==> config.mk <==
export PLATFORM = sky130hd
export DESIGN_NAME = pc_gen
export DESIGN_NICKNAME = d
export VERILOG_FILES = /design/src/rtl/pc_gen.sv
export SDC_FILE = /design/constraint.sdc
export NUM_CORES = 1
export LEC_CHECK = 0
export BUFFER_PORTS_ARGS = -buffer_cell sky130_fd_sc_hd__buf_2
export CAP_MARGIN = 20
export CELL_PAD_IN_SITES_DETAIL_PLACEMENT = 0
export CELL_PAD_IN_SITES_GLOBAL_PLACEMENT = 1
export CORE_ASPECT_RATIO = 0.8
export CORE_MARGIN = 8
export CORE_UTILIZATION = 43
export CTS_CLUSTER_SIZE = 16
export DETAILED_ROUTE_END_ITERATION = 8
export PLACE_DENSITY = 0.87
export SLEW_MARGIN = 5
export SYNTH_ARGS = -nofsm -noshare
export SYNTH_HDL_FRONTEND = slang
export SYNTH_SLANG_ARGS = --single-unit
==> constraint.sdc <==
create_clock -name clk -period 4.9 [get_ports clk]
set_clock_uncertainty 0.05 [all_clocks]
set_input_delay 1.47 -clock clk [delete_from_list [all_inputs] [get_ports clk]]
set_output_delay 1.47 -clock clk [all_outputs]
set_load 0.02 [all_outputs]
==> src/rtl/pc_gen.sv <==
// pc_gen: program counter generator with trap/branch/call/return redirects and a circular return-address stack
module pc_gen #(
  parameter int XLEN = 64,
  parameter int INC = 4,
  parameter logic [XLEN-1:0] RESET_VEC = '0,
  parameter logic [XLEN-1:0] TRAP_VEC = XLEN'('h100),
  parameter int RAS_DEPTH = 4
) (
  input  logic clk,
  input  logic rst,
  input  logic stall,
  input  logic trap,
  input  logic br_taken,
  input  logic [XLEN-1:0] br_target,
  input  logic call,
  input  logic ret,
  output logic [XLEN-1:0] pc_out,
  output logic [XLEN-1:0] pc_next,
  output logic [$clog2(RAS_DEPTH+1)-1:0] ras_count,
  output logic err
);
  localparam int CW = $clog2(RAS_DEPTH + 1);
  localparam int PW = $clog2(RAS_DEPTH);
  logic [XLEN-1:0] ras [RAS_DEPTH];
  logic [PW-1:0] ptr;
  logic [XLEN-1:0] seq, top;
  logic act, push, pop, err_next;
  always_comb begin
    seq = pc_out + XLEN'(INC);
    top = ras[ptr - PW'(1)];
    act = !trap && !stall && !br_taken;
    push = act && !ret && call;
    pop = act && ret && ras_count != '0;
    pc_next = rst ? RESET_VEC : trap ? TRAP_VEC : stall ? pc_out : br_taken ? br_target :
              ret ? (ras_count != '0 ? top : seq) : call ? br_target : seq;
    err_next = trap ? 1'b0 : stall ? err : (!br_taken && ret && (call || ras_count == '0));
  end
  always_ff @(posedge clk) begin
    pc_out <= pc_next;
    if (rst) begin
      ras_count <= '0;
      ptr <= '0;
      err <= 1'b0;
    end else begin
      err <= err_next;
      if (push) begin
        ptr <= ptr + PW'(1);
        if (ras_count != CW'(RAS_DEPTH)) ras_count <= ras_count + CW'(1);
      end else if (pop) begin
        ptr <= ptr - PW'(1);
        ras_count <= ras_count - CW'(1);
      end
    end
  end
  always_ff @(posedge clk) begin
    if (!rst && push) ras[ptr] <= seq;
  end
endmodule

== After elaboration in Yosys (flattened, before gate mapping) ==
Memories as Yosys holds them, arrays and structs flattened.
Index checks and enable logic that the tools add are counted.
Widths: inputs -> output; s select.
Word-level totals
  register bits after elaboration: 70
  RAM bits: 256
  input port bits: 71
  output and inout port bits: 132
  logic and storage cells: 46
  memories kept: 1
Memory list
  ras: depth 4, bits a word 64, rd ports 1, clocked after Yosys merged registers in 0, wr ports 1, line 24  | logic [XLEN-1:0] ras [RAS_DEPTH];
Operators by class
  $add $sub $neg: 5
  equality and inequality tests: 2
  muxes and demuxes: 14
  reduce and logical (&&, ||, !) cells: 20
Operators by type and width (number)
  $mux 64: 7
  $add 64x3->64 const B: 1
  $logic_and 1x1->1: 9
  $mux 3: 3
  $logic_not 1->1: 5
  $mux 2: 2
  $add 3x1->3 const B: 1
  $logic_not 3->1: 1
  $ne 3x3->1 const B: 1
  $reduce_bool 3->1: 1
  $sub 3x1->3 const B: 1
  $add 2x1->2 const B: 1
  $mux 1: 2
  $ne 2x1->1 const B: 1
  $reduce_and 2->1: 1
  $reduce_bool 2->1: 1
  $reduce_or 2->1: 1
  $sub 2x1->2 const B: 1
  $logic_or 1x1->1: 1

== Longest topological paths before layout ==
Gate-level depths: netlist of run 1.
  word-level depth: 8
  gate-level depth with buffers: 13
  mapped depth without buffers: 8

== Worst setup path before layout of run 1 ==
OpenSTA, ideal clock, no wires.
  path type: flip-flop to output port
  start point: register ptr[0]
  end point: output pc_next[55]
  arrival time: 4.078 ns
  required time: 3.380 ns
  path slack: -0.698 ns
  cell stages (with the launch flop): 12
  buffers on the path: 4
  path through: dfxtp_1 buf_1 buf_2 buf_2 inv_1 ha_1 buf_1 mux4_2 a21oi_1 o21a_1 a21o_1 a2111oi_0
Between the ends
  longest elaborated chain between the ends: 8
Ends and longest elaborated chain
  start, declared: line 25  | logic [PW-1:0] ptr;
  start signal, assigned: line 47  | ptr <= ptr + PW'(1);
  start signal, assigned: line 50  | ptr <= ptr - PW'(1);
  $sub 2x1->2: line 30  | top = ras[ptr - PW'(1)];
  $mem_v2 4x64
  $mux 64 (2 in a row): line 35  | ret ? (ras_count != '0 ? top : seq) : call ? br_target : seq;
  $mux 64 (4 in a row): line 34  | pc_next = rst ? RESET_VEC : trap ? TRAP_VEC : stall ? pc_out : br_taken ? br_target :
  end, declared: line 18  | output logic [XLEN-1:0] pc_next,
Every way passes these cells.

== Worst setup path after layout of run 1 ==
  start point: register pc_out[2]
  end point: output pc_next[50]
Between the ends
  longest elaborated chain between the ends: 7
Ends and longest elaborated chain
  start, declared: line 17  | output logic [XLEN-1:0] pc_out,
  start signal, assigned: line 39  | pc_out <= pc_next;
  $add 64x3->64 *: line 29  | seq = pc_out + XLEN'(INC);
  net seq[50]: line 26  | logic [XLEN-1:0] seq, top;
  $mux 64: line 35
  $mux 64 *: line 35
  $mux 64 * (4 in a row): line 34
Mark *: on every way through the listed nets, which the timed path passes. The rest lies on a longest branch.

==> impl_metrics.py, run 1 <==
metrics = {
    "status": {
        "status": "complete, no violations",
    },
    "timing": {
        "slew-limit-headroom": 0.538,
        "period_minus_slack_ns": 4.86,
        "hold_viol": 0,
        "finalMaxSlewViolations": 0,
        "fin_crit_sh": 0.992,
        "whs_ns": 0.473,
        "max_freq_mhz": 206,
        "worst_slew_pin_slew_ns": 0.690,
        "setup_violations": 0,
        "rsz0062_at_grt": "yes",
    },
    "cts": {
        "tritoncts": "built",
        "cts-root-buf": "clkbuf_16",
        "clockBufferDepth": 3,
        "clk_latency_ns": 0.54,
        "cts_max_level": 2,
        "clock_sinks": 326,
        "cts_buffers": 36,
        "holdBufCountCts": 0,
        "clk_pin_slew_ns": 0.06,
    },
    "synth": {
        "yosysSeqAreaShare": 0.594,
        "netlist_area_um2": 15300,
        "synth_top_area_share": 0.503,
        "synth_cell_type_count": 74,
        "synth_fp_nets": 1288,
        "synth_area_leaders": "edfxtp_1, mux4_2, dfxtp_1, nand2_1, o21ai_0",
        "synth_seq_cells": 326,
        "yosysWarnings": 0,
        "synth_area_per_cell_um2": 12.6,
        "synth-async-reset-ratio": 0,
        "synth_edf_count": 256,
        "synth_top_area_cell": "edfxtp_1",
        "postSynthCellCount": 1211,
        "ys.flop_type": "edfxtp_1",
    },
    "worst_setup_path": {
        "worstSetupEndpointType": "output port",
        "crit_required_ns": 3.38,
        "crit_path_top_delay_cell": "or4b_1",
        "crit_type": "reg -> out",
        "crit_chain": "ha_1 -> and3_2 -> and4_1 -> nand3_2 -> or4b_1 -> xnor2_1 -> o2111a_1 -> buf_2",
        "cp.arrival_ns": 3.34,
        "max_stage_delay_ns": 0.54,
        "crit_path_max_fanout": 7,
        "start_kind": "register",
    },
    "floorplan": {
        "start_util": 0.438,
        "coreArea_um2": 34900,
        "rows": 61,
        "dieArea_um2": 41900,
        "pin_count": 203,
        "dieHeight_um": 185,
        "fp.dieW_um": 227,
    },
    "layout": {
        "syn2layout_area_growth_pct": 24.2,
        "drive_gt1_frac": 0.339,
        "fin_cells": 1990,
        "num-fill-cells": 2871,
        "utilization": 0.544,
        "antenna_cells": 0,
        "fin_nets": 1567,
    },
    "power": {
        "power.leakage_nw": 6.87,
        "powerDensity_nw_per_um2": 333,
        "vdd_drop_max_uv": 239,
    },
    "routing": {
        "antenna_left": 0,
        "drt-pass1-iter-count": 6,
        "wirelength_um": 52100,
        "vias_per_cell": 6.18,
        "wire_per_inst_um": 26.2,
        "drtIter0Drc": 1704,
        "vias": 12300,
        "drc_errors": 0,
    },
    "grt": {
        "gr-total-overflow": 0,
        "antenna_found_initial": 2,
        "grt_pass1_vias": 11900,
        "track_usage": 0.243,
        "grt_pass1_wl_um": 76500,
        "grt_max_degree": 67,
    },
    "placement": {
        "io_buffers": 202,
        "place.detailed.hpwl_um": 36300,
        "globalplace.congestion": 0.926,
        "dp.cells": 1919,
    },
    "job": {
        "maxCapViolations": 0,
    },
    "worst_hold_path": {
        "hold_path.class": "reg -> reg",
    },
}
## state kept, by name, summed over array words and instances (netlist names)
signal / count
err: 1
ptr: 2
ras_count: 3
pc_out: 64
ras: 256
## metal layers
| layer | routed length [µm] | track usage |
|---|---|---|
| met5 | 23 | 0 |
| met4 | 2300 | 0.0980 |
| met1 | 20800 | 0.343 |
| met2 | 22900 | 0.363 |
| met3 | 6040 | 0.0491 |
## cell type report
cell class | count | area (µm²) | share of cell area
sequential | 326 | 9100 | 0.479
multi-input combinational | 778 | 6020 | 0.317
timing repair buffer | 319 | 2010 | 0.106
clock buffer | 51 | 1020 | 0.0536
tap | 472 | 591 | 0.0311
clock inverter | 15 | 141 | 0.00744
inverter | 29 | 109 | 0.00573
## stage by stage
stage | total power, W | setup TNS, ns | area, µm² | setup WS (ns)
finish | 0.00632 | 0 | 19000 | 0.0403
global placement | 0.00367 | 0 | 17600 | 0.214
detailed placement | 0.00368 | 0 | 17600 | 0.159
CTS | 0.00632 | 0 | 18800 | 0.00361
global route | 0.00648 | -0.0167 | 19000 | -0.00857
floorplan | 0.00341 | 0 | 15400 | 0.0144
## synth_stat cells, drive strengths merged, types with 14 or more instances
| cell type | count |
|---|---|
| inv | 27 |
| nor2 | 69 |
| clkbuf | 60 |
| a22oi | 14 |
| a31oi | 14 |
| o21ai | 64 |
| nor3 | 56 |
| edfxtp | 256 |
| mux4 | 64 |
| nor4 | 19 |
| nand2 | 127 |
| xor2 | 22 |
| buf | 18 |
| dfxtp | 70 |
| a21oi | 40 |
| nand3 | 43 |
| nand4 | 21 |
| xnor2 | 33 |
## critical path: cells and delay by family, from the launching register on
kind | cells | cell delay, ns
xor gates and xnor gates | 1 | 0.30
DFF | 1 | 0.46
buffers and inverters | 1 | 0.18
AOI/OAI and AO/OA | 1 | 0.28
and+or+nand+nor | 4 | 1.33
adders and majority gates | 1 | 0.27
## what timing repair did
item                                    4_1_cts  5_1_grt
endpoints found under the setup margin       12       22
buffers inserted                              2        3
pin swaps                                     3        5
resized for setup                             7       25
## worst paths after layout
check        depth (start not counted)               from  slack, ns                 end
max                                  8  pc_out[2]$_DFF_P_       0.04         pc_next[50]
min                                  2   err$_SDFFE_PP0N_       0.47    err$_SDFFE_PP0N_
max reg2reg                          8  pc_out[2]$_DFF_P_       2.14  pc_out[58]$_DFF_P_
min reg2reg                          2   err$_SDFFE_PP0N_       0.47    err$_SDFFE_PP0N_
## cells by family (layout without fill, tap and decap cells)
| group | count (synthesis) | after routing | synth area share |
|---|---|---|---|
| compound gates | 248 | 248 | 0.112 |
| xor+xnor | 55 | 55 | 0.0315 |
| fa+ha+maj | 6 | 6 | 0.00540 |
| buf+inv | 107 | 414 | 0.0282 |
| flops | 326 | 326 | 0.594 |
| mux | 69 | 69 | 0.0975 |
| simple gates | 400 | 400 | 0.132 |
## cell usage in the layout (no fill, tap or decap), types with 11 or more instances in the layout
cell / netlist / final
a21oi_1: 40 / 40
o211ai_1: 11 / 11
o221ai_1: 11 / 11
buf_4: 2 / 107
buf_2: 6 / 202
dfxtp_1: 70 / 63
inv_1: 27 / 27
clkbuf_16: 0 / 37
nor4_1: 18 / 13
a31oi_1: 14 / 14
nand2_1: 127 / 127
o21ai_0: 64 / 60
nor2_1: 69 / 67
mux4_2: 64 / 64
edfxtp_1: 256 / 256
nand4_1: 19 / 19
xnor2_1: 33 / 30
or3_1: 11 / 11
xor2_1: 22 / 18
a22oi_1: 14 / 14
nand3_1: 43 / 41
nor3_1: 50 / 46
## report_power, final
| group | internal (W) | switching [W] | total (W) |
|---|---|---|---|
| clock network | 0.00156 | 0.00110 | 0.00267 |
| logic | 0.000218 | 0.000396 | 0.000613 |
| registers | 0.00300 | 0.0000375 | 0.00304 |
(Power assumes the default switching activity.)
==> run 2, diff against run 1 <==
--- a/config.mk
+++ b/config.mk
@@ -11,10 +11,10 @@
 export CELL_PAD_IN_SITES_GLOBAL_PLACEMENT = 1
 export CORE_ASPECT_RATIO = 0.8
 export CORE_MARGIN = 8
-export CORE_UTILIZATION = 43
+export CORE_UTILIZATION = 25
 export CTS_CLUSTER_SIZE = 16
 export DETAILED_ROUTE_END_ITERATION = 8
-export PLACE_DENSITY = 0.87
+export PLACE_DENSITY = 0.6
 export SLEW_MARGIN = 5
 export SYNTH_ARGS = -nofsm -noshare
 export SYNTH_HDL_FRONTEND = slang
==> impl_metrics.py, run 2 (synthesis gave the netlist of run 1 again) <==
metrics = {
    "placement": {
        "placed_cell_area_um2": 18100,
        "dp_slack_ns": -0.0350,
        "place.detailed.hpwl_um": 43600,
        "dp.cells": 2247,
        "globalplace.congestion": 0.862,
        "io_buffers": 202,
    },
    "grt": {
        "grtUsageMet3": 0.0429,
        "track_usage": 0.167,
        "gr-total-overflow": 0,
        "met2_usage": 0.253,
        "met1_usage": 0.233,
        "grt_max_degree": 67,
        "grt_most_used_layer": "met2",
        "antenna_found_initial": 9,
        "grt_pass1_vias": 12000,
        "grt_pass1_wl_um": 86200,
    },
    "job": {
        "maxCapViolations": 0,
    },
    "timing": {
        "finalMaxSlewViolations": 0,
        "rsz0062_at_grt": "yes",
        "layout_setup_ws_ns": 0.0911,
        "worst_slew_pin_slew_ns": 0.883,
        "max_freq_mhz": 208,
        "setup_violations": 0,
        "fin_crit_sh": 0.981,
        "hold_viol": 0,
        "period_minus_slack_ns": 4.81,
        "slew-limit-headroom": 0.407,
    },
    "worst_setup_path": {
        "crit_chain": "buf_2 -> buf_4 -> clkinv_1 -> nand2_1 -> buf_4 -> nor2_1 -> a211o_1 -> nand3_1 -> a22o_1 -> buf_2",
        "worstSetupEndpointType": "output port",
        "start_kind": "input port",
        "max_stage_delay_ns": 0.43,
        "crit_required_ns": 3.38,
        "cp.arrival_ns": 3.29,
        "crit_type": "in -> out",
        "crit_path_top_delay_cell": "nor2_1",
        "crit_path_max_fanout": 8,
    },
    "layout": {
        "largest_register_ffs": 256,
        "fin_nets": 1600,
        "syn2layout_area_growth_pct": 30.3,
        "reg_top3": "ras (256), pc_out (64), ras_count (3)",
        "regMostFlops": "ras",
        "layout_common_cells": "edfxtp_1, buf_2, buf_4, nand2_1, nor2_1",
        "num-fill-cells": 6097,
        "fin_cells": 2343,
        "drive_gt1_frac": 0.370,
        "stdcell_area_um2": 19900,
        "utilization": 0.328,
        "mostFrequentLayoutCell": "edfxtp_1",
    },
    "floorplan": {
        "start_util": 0.252,
        "coreArea_um2": 60800,
        "pin_count": 203,
        "dieArea_um2": 69400,
        "dieHeight_um": 237,
        "fp.dieW_um": 293,
        "rows": 81,
    },
    "routing": {
        "antenna_left": 0,
        "drtIter0Drc": 1189,
        "drt-pass1-iter-count": 5,
        "wirelength_um": 60100,
        "vias": 12200,
        "vias_per_cell": 5.20,
        "drc_errors": 0,
        "wire_per_inst_um": 25.6,
    },
    "cts": {
        "clk_latency_ns": 0.57,
        "tritoncts": "built",
        "cts_buffers": 39,
        "clock_sinks": 326,
        "cts-root-buf": "clkbuf_16",
        "clk_pin_slew_ns": 0.05,
        "clockBufferDepth": 3,
        "holdBufCountCts": 0,
        "cts_max_level": 2,
    },
    "power": {
        "powerDensity_nw_per_um2": 333,
        "finalPower_w": 0.00663,
        "vdd_drop_max_uv": 190,
        "power.leakage_nw": 7.15,
    },
    "status": {
        "status": "complete, no violations",
    },
    "worst_hold_path": {
        "hold_path.class": "reg -> reg",
    },
}
-- run 2: final cells by class --
type                            instances  area [µm²]  share of cell area
Clock buffer                           56        1090              0.0547
Sequential cell                       326        9120               0.457
Tap cell                              788         986              0.0495
Antenna cell                            2        5.00            0.000251
Clock inverter                         15         195             0.00979
Multi-Input combinational cell        778        6150               0.308
Timing Repair Buffer                  349        2280               0.114
Inverter                               29         113             0.00565
-- run 2: power by group --
group	internal, W	leakage (nW)	switching, W
Sequential	0.00300	2.91	0.0000352
Clock	0.00177	0.632	0.00118
Combinational	0.000231	3.61	0.000422
Total	0.00500	7.15	0.00164
-- run 2: path summary, 6_finish.rpt --
kind	slack (ns)	end	start	depth (start not counted)
worst max-delay path	0.09	pc_next[19]	ret	10
worst min-delay path	0.48	pc_out[15]$_DFF_P_	pc_out[15]$_DFF_P_	2
worst max register to register	2.15	ras[0][42]$_DFFE_PP_	pc_out[11]$_DFF_P_	8
worst min register to register	0.48	pc_out[15]$_DFF_P_	pc_out[15]$_DFF_P_	2
-- run 2: routing by layer --
| layer | up-vias | wire length (µm) |
|---|---|---|
| li1 | 5358 | - |
| met1 | 6127 | 26400 |
| met2 | 575 | 26400 |
| met3 | 107 | 5410 |
| met4 | 6 | 1810 |
| met5 | - | 37 |
-- run 2: critical path: cells and delay by family --
| family | cells | cell delay (ns) |
|---|---|---|
| buffers and inverters | 5 | 0.76 |
| and+or+nand+nor | 3 | 0.58 |
| AOI/OAI and AO/OA | 2 | 0.47 |
-- run 2: repair_timing --
action                                  4_1_cts  5_1_grt
endpoints found under the hold margin         0        0
gates resized for setup                      26       44
gates cloned                                  0        0
endpoints found under the setup margin       32       34
buffers inserted                             10       13
pin swaps                                     6        9
-- run 2: through the flow --
stage	hold slack [ns]	setup TNS (ns)
3_5_place_dp	0.498	-0.0350
2_1_floorplan	0.455	0
6_report	0.482	0
4_1_cts	0.508	0
5_1_grt	0.523	-0.00594
3_3_place_gp	0.489	-0.0104
